### config.mk
export PLATFORM = sky130hd
export DESIGN_NAME = ram_sp_sync_flat
export DESIGN_NICKNAME = d
export VERILOG_FILES = /design/src/rtl/ram_sp_sync_if.sv /design/src/rtl/ram_sp_sync.sv /design/src/flat_wrapper.sv
export SDC_FILE = /design/constraint.sdc
export NUM_CORES = 1
export LEC_CHECK = 0
export ABC_AREA = 0
export BUFFER_PORTS_ARGS = -buffer_cell sky130_fd_sc_hd__buf_4
export CORE_MARGIN = 2
export CORE_UTILIZATION = 35
export CTS_BUF_LIST = sky130_fd_sc_hd__clkbuf_4
export CTS_CLUSTER_SIZE = 25
export DETAILED_ROUTE_END_ITERATION = 8
export PLACE_DENSITY = 0.59
export SYNTH_ARGS = -nofsm -noshare
export SYNTH_HDL_FRONTEND = slang
export SYNTH_SLANG_ARGS = --single-unit
### constraint.sdc
create_clock -name clk -period 4.2 [get_ports clk]
set_clock_uncertainty 0.05 [all_clocks]
set_input_delay 0.84 -clock clk [delete_from_list [all_inputs] [get_ports clk]]
set_output_delay 0.84 -clock clk [all_outputs]
set_load 0.01 [all_outputs]
### src/rtl/ram_sp_sync_if.sv
// ram_sp_sync_if: bus bundle for the single-port synchronous RAM.
//   write_en  : 1 = write cycle, 0 = read cycle
//   address   : word address shared by reads and writes
//   data_in   : write data
//   data_out  : registered read / write-through data
// master drives the request side; slave is the RAM.
interface ram_sp_sync_if #(
  parameter int DATA_WIDTH = 8,
  parameter int ADDR_WIDTH = 6
);
  logic                  write_en;
  logic [ADDR_WIDTH-1:0] address;
  logic [DATA_WIDTH-1:0] data_in;
  logic [DATA_WIDTH-1:0] data_out;

  modport master (
    output write_en,
    output address,
    output data_in,
    input  data_out
  );

  modport slave (
    input  write_en,
    input  address,
    input  data_in,
    output data_out
  );
endinterface

### src/rtl/ram_sp_sync.sv
// ram_sp_sync: single-port synchronous scratch RAM, DEPTH words of DATA_WIDTH.
//   clk   : clock, all updates on the rising edge
//   rst_n : asynchronous active-low reset; clears data_out and every word
//   bus   : ram_sp_sync_if.slave (write_en, address, data_in, data_out)
// Reads have one cycle of latency. Writes are written through to data_out.
// Addresses at or above DEPTH never touch storage and return zero.
module ram_sp_sync #(
  parameter int DATA_WIDTH = 8,
  parameter int ADDR_WIDTH = 6,
  parameter int DEPTH      = 64
) (
  input  logic               clk,
  input  logic               rst_n,
  ram_sp_sync_if.slave       bus
);

  // One extra bit so DEPTH == 2**ADDR_WIDTH is representable.
  localparam logic [ADDR_WIDTH:0] DEPTH_L = (ADDR_WIDTH + 1)'(DEPTH);

  logic [DATA_WIDTH-1:0] mem [DEPTH];
  logic [DATA_WIDTH-1:0] data_q;
  logic                  in_range;

  assign in_range     = ({1'b0, bus.address} < DEPTH_L);
  assign bus.data_out = data_q;

  // Storage is built from resettable flops so a reset clears every word at once.
  always_ff @(posedge clk or negedge rst_n) begin
    if (!rst_n) begin
      for (int i = 0; i < DEPTH; i++) begin
        mem[i] <= '0;
      end
    end else if (bus.write_en && in_range) begin
      mem[bus.address] <= bus.data_in;
    end
  end

  always_ff @(posedge clk or negedge rst_n) begin
    if (!rst_n) begin
      data_q <= '0;
    end else if (!in_range) begin
      data_q <= '0;
    end else if (bus.write_en) begin
      data_q <= bus.data_in;
    end else begin
      data_q <= mem[bus.address];
    end
  end

endmodule

### src/flat_wrapper.sv
// flat-port wrapper written by rule: the top's interface ports become plain ports
module ram_sp_sync_flat 
#(
  parameter int DATA_WIDTH = 8,
  parameter int ADDR_WIDTH = 6,
  parameter int DEPTH      = 64
)
  (clk, rst_n, bus_write_en, bus_address, bus_data_in, bus_data_out);
  ram_sp_sync_if #(.DATA_WIDTH(DATA_WIDTH), .ADDR_WIDTH(ADDR_WIDTH)) bus_i ();
  input  logic clk;
  input  logic rst_n;
  input wire logic [$bits(bus_i.write_en)-1:0] bus_write_en;
  input wire logic [$bits(bus_i.address)-1:0] bus_address;
  input wire logic [$bits(bus_i.data_in)-1:0] bus_data_in;
  output wire logic [$bits(bus_i.data_out)-1:0] bus_data_out;
  assign bus_i.write_en = bus_write_en;
  assign bus_i.address = bus_address;
  assign bus_i.data_in = bus_data_in;
  assign bus_data_out = bus_i.data_out;
  ram_sp_sync #(.DATA_WIDTH(DATA_WIDTH), .ADDR_WIDTH(ADDR_WIDTH), .DEPTH(DEPTH)) u_core (.clk(clk), .rst_n(rst_n), .bus(bus_i));
endmodule
After elaboration in Yosys (flattened, before gate mapping)
Cells that the tools add are included.

cells by class
  $lt $le $gt $ge = 2
  muxes and demuxes = 7
  bitwise operators = 1
  reductions and logical operators = 1

operator list
  cell                                                                   count
  512-bit bitwise mux                                                    1
  8-bit binary-select mux with 6-bit select                              1
  8-bit demux with 6-bit select                                          1
  8-bit two-way mux                                                      4
  7-bit greater-or-equal comparator (second input constant)              1
  7-bit by 1-bit < comparator with 1-bit output (second input constant)  1
  6-bit inverter with 7-bit output                                       1
  1-bit logical AND                                                      1

word-level totals
  register bits after elaboration = 520
  input port bits = 17
  output and inout port bits = 8
  logic and storage cells = 76

Logic depth before layout (Yosys ltp)
Gate-level depths: netlist of the first run.

  depth in word-level cells = 6
  mapped depth = 11
  mapped depth without buffers = 6

Least setup slack after synthesis of the first run
OpenSTA, ideal clock, no wires.

  kind = input port to flip-flop
  start = in bus_address[0]
  end = reg u_core.data_q[0] (netlist: u_core.bus.data_out[0])
  library setup time = 0.126 ns
  arrival = 2.390 ns
  data required time = 4.024 ns
  slack = 1.634 ns
  stages = 9
  buffers on the path = 3
  cell sequence = buf_6 -> buf_6 -> buf_6 -> mux2_2 -> a221oi_2 -> a21oi_1 -> o21ai_0 -> o221ai_1 -> o32a_1

between the ends
  longest elaborated chain between the ends = 5

RTL lines
  element                                                 line                source
  start: declaration                                      flat_wrapper.sv:13  input wire logic [$bits(bus_i.address)-1:0] bus_address;
  6-bit inverter with 7-bit output (implied by the code)  ram_sp_sync.sv:46   data_q <= mem[bus.address];
  8-bit binary-select mux with 6-bit select               ram_sp_sync.sv:46
  8-bit two-way mux (implied by the code) (2 in a row)    ram_sp_sync.sv:46
  8-bit two-way mux                                       ram_sp_sync.sv:43   end else if (bus.write_en) begin
  end signal: assignment                                  ram_sp_sync.sv:44   data_q <= bus.data_in;
  end signal: assignment                                  ram_sp_sync.sv:46
  end: declaration                                        ram_sp_sync.sv:21   logic [DATA_WIDTH-1:0] data_q;

No other way between the ends. The select of a mux whose other input is x is not followed.
A chain may end at the register's enable or synchronous reset.

Worst setup path after layout of the first run
  start = in bus_address[0]
  end = reg u_core.data_q[7] (netlist: u_core.bus.data_out[7])

The elaborated chain is that of the path after synthesis.

==> results of run 1 <==
per-layer routing:
metal / share of wire / up-vias / track usage
met4: 0.029 / 0 / 0.08184
met2: 0.46 / 600 / 0.3304
met1: 0.44 / 8567 / 0.2824
met3: 0.070 / 122 / 0.05583
met5: 0 / - / 0
li1: - / 7020 / -
Yosys cell counts (all sizes together), types with 2 or more instances:
cell       n
a2111oi    2
a211oi     4
a21o       2
a21oi     28
a221o      2
a221oi    40
a222oi     2
a22o      11
a22oi     43
a2bb2oi    2
a311oi     2
a31oi     12
a32oi      7
and2       5
and3       6
and3b      2
buf       68
clkbuf    91
dfrtp    520
inv        9
mux2     422
mux2i     56
mux4      47
nand2    179
nand2b     3
nand3      8
nand3b     3
nor2      71
nor2b      6
nor3       6
nor3b      3
o211a      2
o211ai     5
o21ai    154
o221ai     4
o22ai     12
o2bb2ai    5
o32a       2
sequential cells by signal, indices dropped and copies added (netlist names):
register / flops
u_core.bus.data_out: 8
u_core.mem: 512
final cells by class:
class,instances,area [µm²],area share
Sequential cell,520,13010,0.4858
Antenna cell,1,2.502,0.00009341
Clock inverter,34,211.5,0.007894
Tap cell,873,1092,0.04078
Multi-Input combinational cell,1167,10000,0.3733
Inverter,9,33.78,0.001261
Clock buffer,213,1599,0.05969
Timing Repair Buffer,94,835.8,0.03120
cell families after synthesis:
group / count (synthesis) / share of synthesized area
compound gates: 346 / 0.09552
simple gates: 296 / 0.05686
flops: 520 / 0.5470
mux: 525 / 0.2678
buf+inv: 168 / 0.03277
power by group:
part           leakage, nW  total, mW  switching [mW]  internal [mW]
clock network         1.08       4.59            2.15           2.44
logic                 4.27       1.62           0.843          0.778
registers             6.91       6.01           0.346           5.67
per-stage QoR:
step	instance area [µm²]	utilization
floorplan	23790	-
global placement	24970	0.3711
detailed placement	24970	0.3711
CTS	26790	0.3981
global route	26790	0.3982
finish	26790	0.3982
how the worst max path moves through the flow:
stage	startpoint	end	slack, ns	cells past startpoint
floorplan	bus_address[0]	u_core.bus.data_out[0]	1.63	9
global placement	bus_address[0]	u_core.bus.data_out[7]	0.45	9
detailed placement	bus_address[0]	u_core.bus.data_out[7]	0.48	9
CTS	bus_address[0]	u_core.bus.data_out[7]	1.57	9
global route	bus_address[0]	u_core.bus.data_out[0]	1.42	9
finish	bus_address[0]	u_core.bus.data_out[7]	1.36	9
what timing repair did:
item | in CTS | in global routing
gates resized for setup | 0 | 0
endpoints found under the hold margin | 96 | 0
hold buffers | 1 | 0
endpoints found under the setup margin | 0 | 0
critical path, delay by kind of cell:
family / cells / cell delay [ns]
and+or+nand+nor: 1 / 0.07
muxes: 1 / 0.34
AOI/OAI and AO/OA: 4 / 1.26
buffers and inverters: 3 / 0.97
==> results_dict.tcl, run 1 <==
set metrics [dict create \
    crit_required_ns 4.94 \
    grt.overflow.total 0 \
    ant_nets 0 \
    core_um2 67280 \
    antenna_found_initial 4 \
    fillers 6343 \
    layout-drive-gt1-share 0.4129 \
    slowest_delay_ns 0.65 \
    r2r-start "u_core.mem[384]" \
    synthCells 1855 \
    rsz0062_at_grt "false" \
    path_cells "buf_6, buf_12, buf_4, mux2_2, a22o_1, nand2_1, o221ai_1, a221oi_1, a31oi_1" \
    end_kind "flop" \
    critPathSlowestCell "a221oi_1" \
    critPathKind "in -> reg" \
    hold_viol 0 \
    ys_top_cells_by_area "dfrtp_1 (55%), mux2_2 (20%), mux4_2 (4.4%)" \
    p_per_area_nw_per_um2 456.2 \
    ys.flop_type "dfrtp_1" \
    portBuffers 24 \
    layout_commonest_cell "dfrtp_1" \
    fin_nets 1953 \
    synth_largest_area_cell "dfrtp_1" \
    synth_edf_count 0 \
    syn-num-nets 1872 \
    die_height_um 264.7 \
    setup_slack_ns 1.358 \
    rr_worst_depth 5 \
    synth_top_cell_area_share 0.5470 \
    vias_per_cell 5.603 \
    grt_pass1_vias 17113 \
    drc 0 \
    stdcell_count 2911 \
    hold_ws_ns 0.2922 \
    whs_path_depth 2 \
    start_util 0.3536 \
    area_delta_synth_final_pct 12.61 \
    tns_ns 0 \
    worstMarginPinSlew_ns 1.269 \
    die_width_um 264.7 \
    startpoint_type "input pin" \
    finalCriticalPeriod_ns 2.842 \
    r2r-end "u_core.bus.data_out[0]" \
    vias 16309 \
    outcome "finished, final reports clean" \
    post_cts_buffers 0 \
    route.final.wire_length_mm 72.42 \
    grt_usage 0.2117 \
    clk_transition_reported_paths_ns 0.06 \
    netlist-cell-type-count 59 \
    ios 25 \
    regToRegSetupSlack_ns 1.83 \
    die_area_um2 70070 \
    synth.ff_latch_count 520 \
    min_from "bus_write_en" \
    firstDrtPassIters 5 \
    root_buffer "clkbuf_4" \
    p_leak_nw 12.25 \
    path_max_fanout 50 \
    syn_avg_cell_area_um2 12.82 \
    cts.sinks 520 \
    relSlewSlack 0.1543 \
    htreeDepth 4 \
    clkLatencyLatePin_ns 0.99 \
    drv_cap 0 \
    total_power_mw 12.22 \
    ir_worst_vdd_v 0.0002432 \
    grt_max_degree 105 \
    fin_crit_sh 0.6767 \
    synth_area_um2 23790 \
    grt_pass1_wl_mm 110.8 \
    async_reset_ff_frac 1.000 \
    routabilityCongestion 0.8669 \
    yosysSeqAreaShare 0.5470 \
    ys.warnings.count 0 \
    hold_class "in -> reg" \
    cts_tree "done" \
    clockBufferDepth 3 \
    place_hpwl_mm 45.16 \
    numCtsBuffers 144 \
    wl_per_cell_um 24.88 \
    post-place-ws_ns 0.4826 \
    final_cell_mix "dfrtp_1 (520), mux2_2 (421), clkbuf_4 (213)" \
    row_count 95 \
    setup_viol 0 \
    critical_path_arrival_ns 3.58 \
    dp_cells 2662 \
    max_freq_mhz 351.9 \
    min_to "u_core.bus.data_out[2]" \
    slew_viol_final 0 \
    dr.first_iter.drc_count 1338 \
]
Note: power is estimated with default switching activity, not from simulation.
==> inputs of run 2 (changes only) <==
==> constraint.sdc (replaced) <==
create_clock -name clk -period 2.9 [get_ports clk]
set_clock_uncertainty 0.05 [all_clocks]
set_input_delay 0.58 -clock clk [delete_from_list [all_inputs] [get_ports clk]]
set_output_delay 0.58 -clock clk [all_outputs]
set_load 0.01 [all_outputs]
==> run 2 against run 1 <==
  * Worst setup slack worse by 1.3 ns
  * Die area unchanged
  * First-iteration DRC count up 22%
  * Cell count up 2.1%
  * Combinational power up 49%
  * Largest cell class unchanged
  * Clock power up 42%
  * Final area up 2.0%
  * Total power up 44%
  * Clock-buffer cell count down 18
  * Utilization up 0.81 points
==> results_dict.tcl, run 2 (synthesis gave the netlist of run 1 again) <==
set metrics [dict create \
    outcome "finished, final reports clean" \
    final_area_um2 27330 \
    clk_transition_reported_paths_ns 0.06 \
    clockBufferDepth 3 \
    path_max_fanout 12 \
    slowest_delay_ns 1.15 \
    rsz0062_at_grt "false" \
    relSlewSlack 0.03491 \
    hold_viol 0 \
    wl_per_cell_um 24.50 \
    tns_ns 0 \
    area_delta_synth_final_pct 14.91 \
    route.final.wire_length_mm 72.84 \
    start_util 0.3536 \
    p_int_mw 12.84 \
    largest-register "u_core.mem" \
    worstMarginPinSlew_ns 1.441 \
    p_per_area_nw_per_um2 645.8 \
    routabilityCongestion 0.8865 \
    grt_usage 0.2115 \
    row_count 95 \
    critical_path_arrival_ns 3.57 \
    power_frac_clock 0.370 \
    p_sw_frac 0.2727 \
    ctsHoldBuffers 2 \
    portBuffers 24 \
    hold_class "in -> async" \
    cts_tree "done" \
    hold_ws_ns 0.1341 \
    regToRegSetupSlack_ns 0.74 \
    ios 25 \
    p_seq_frac 0.494 \
    ant_nets 0 \
    max_freq_mhz 356.8 \
    fillers 6360 \
    critPathKind "in -> reg" \
    place_hpwl_mm 46.23 \
    switchingPower_mw 4.813 \
    cts.sinks 520 \
    place_area_um2 25580 \
    path_cells "dlygate4sd3_1, buf_4, inv_1, nor3b_2, nand2_1, mux2_2" \
    crit_required_ns 3.67 \
    ir_worst_vdd_v 0.0003457 \
    use_met3 0.05527 \
    grt.met1_usage 0.2775 \
    dr.first_iter.drc_count 1635 \
    layout-drive-gt1-share 0.4273 \
    post-route-util 0.4063 \
    post_cts_resized 0 \
    core_um2 67280 \
    layout_commonest_cell "dfrtp_1" \
    slew_viol_final 0 \
    grt_pass1_vias 17373 \
    drv_cap 0 \
    grt.overflow.total 0 \
    largest_reg_flops 512 \
    fin_crit_sh 0.9664 \
    grt_util_met2 0.3343 \
    antenna_found_initial 2 \
    vias_per_cell 5.608 \
    setup_viol 0 \
    vias 16674 \
    htreeDepth 4 \
    power_frac_comb 0.137 \
    post_cts_buffers 0 \
    fin_nets 2022 \
    finalCriticalPeriod_ns 2.802 \
    grt_pass1_wl_mm 111.4 \
    startpoint_type "input pin" \
    crit_buf_inv 3 \
    grt-busiest-layer "met2" \
    final_cell_mix "dfrtp_1 (520), mux2_2 (421), clkbuf_4 (195)" \
    clkLatencyLatePin_ns 0.97 \
    grt_max_degree 105 \
    drc 0 \
    die_height_um 264.7 \
    p_leak_nw 12.60 \
    end_kind "flop" \
    numCtsBuffers 139 \
    root_buffer "clkbuf_4" \
    firstDrtPassIters 5 \
    critPathSlowestCell "nor3b_2" \
    die_area_um2 70070 \
    die_width_um 264.7 \
    cp_top_family "simple AND/OR/NAND/NOR gates" \
]
==> run 2: through the flow <==
step,setup slack [ns],total power [mW],std cells
finish,0.09757,17.65,2973
global route,0.1618,18.56,2973
CTS,0.3116,17.84,2972
detailed placement,-0.4653,11.24,2735
global placement,-0.4387,11.13,2735
floorplan,0.5944,10.24,1855
==> run 2: path summary, 6_finish.rpt <==
kind / endpoint / startpoint / depth (start not counted)
max: u_core.mem[175] / bus_write_en / 6
min: u_core.mem[87] / rst_n / 2
max reg2reg: u_core.bus.data_out[0] / u_core.mem[408] / 5
min reg2reg: u_core.mem[181] / u_core.mem[181] / 2
max in group asynchronous: u_core.mem[271] / rst_n / 3
min in group clk: u_core.mem[401] / bus_data_in[1] / 3
==> run 2: final cells by class <==
cell class,instances,area (µm²),share of cell area
flip-flops and latches,520,13010,0.4761
inverters,9,33.78,0.001236
diodes,1,2.502,0.00009155
well taps,873,1092,0.03996
clock buffers,195,1464,0.05356
clock inverters,40,271.5,0.009933
multi-input cells,1167,10000,0.3659
repair buffers,168,1456,0.05328
==> run 2: worst register-to-register path, stage by stage, from the launching register on <==
cell,delay [ns]
dfrtp_1,0.41
mux4_2,0.48
and3_4,0.20
a2111oi_4,0.33
o211ai_1,0.19
o32a_1,0.38
==> run 2: routing by layer <==
metal  wire, µm  part of all wire
met4       2269             0.031
met3       5085             0.070
met5         13           0.00018
met2      34540              0.47
met1      30930              0.42
==> run 2: power groups by stage <==
stage	registers, mW	clock network, mW	logic (mW)
floorplan	8.66	0	1.58
global placement	8.77	0	2.35
detailed placement	8.83	0	2.41
CTS	8.70	6.72	2.42
global route	8.81	7.14	2.61
finish	8.71	6.53	2.41
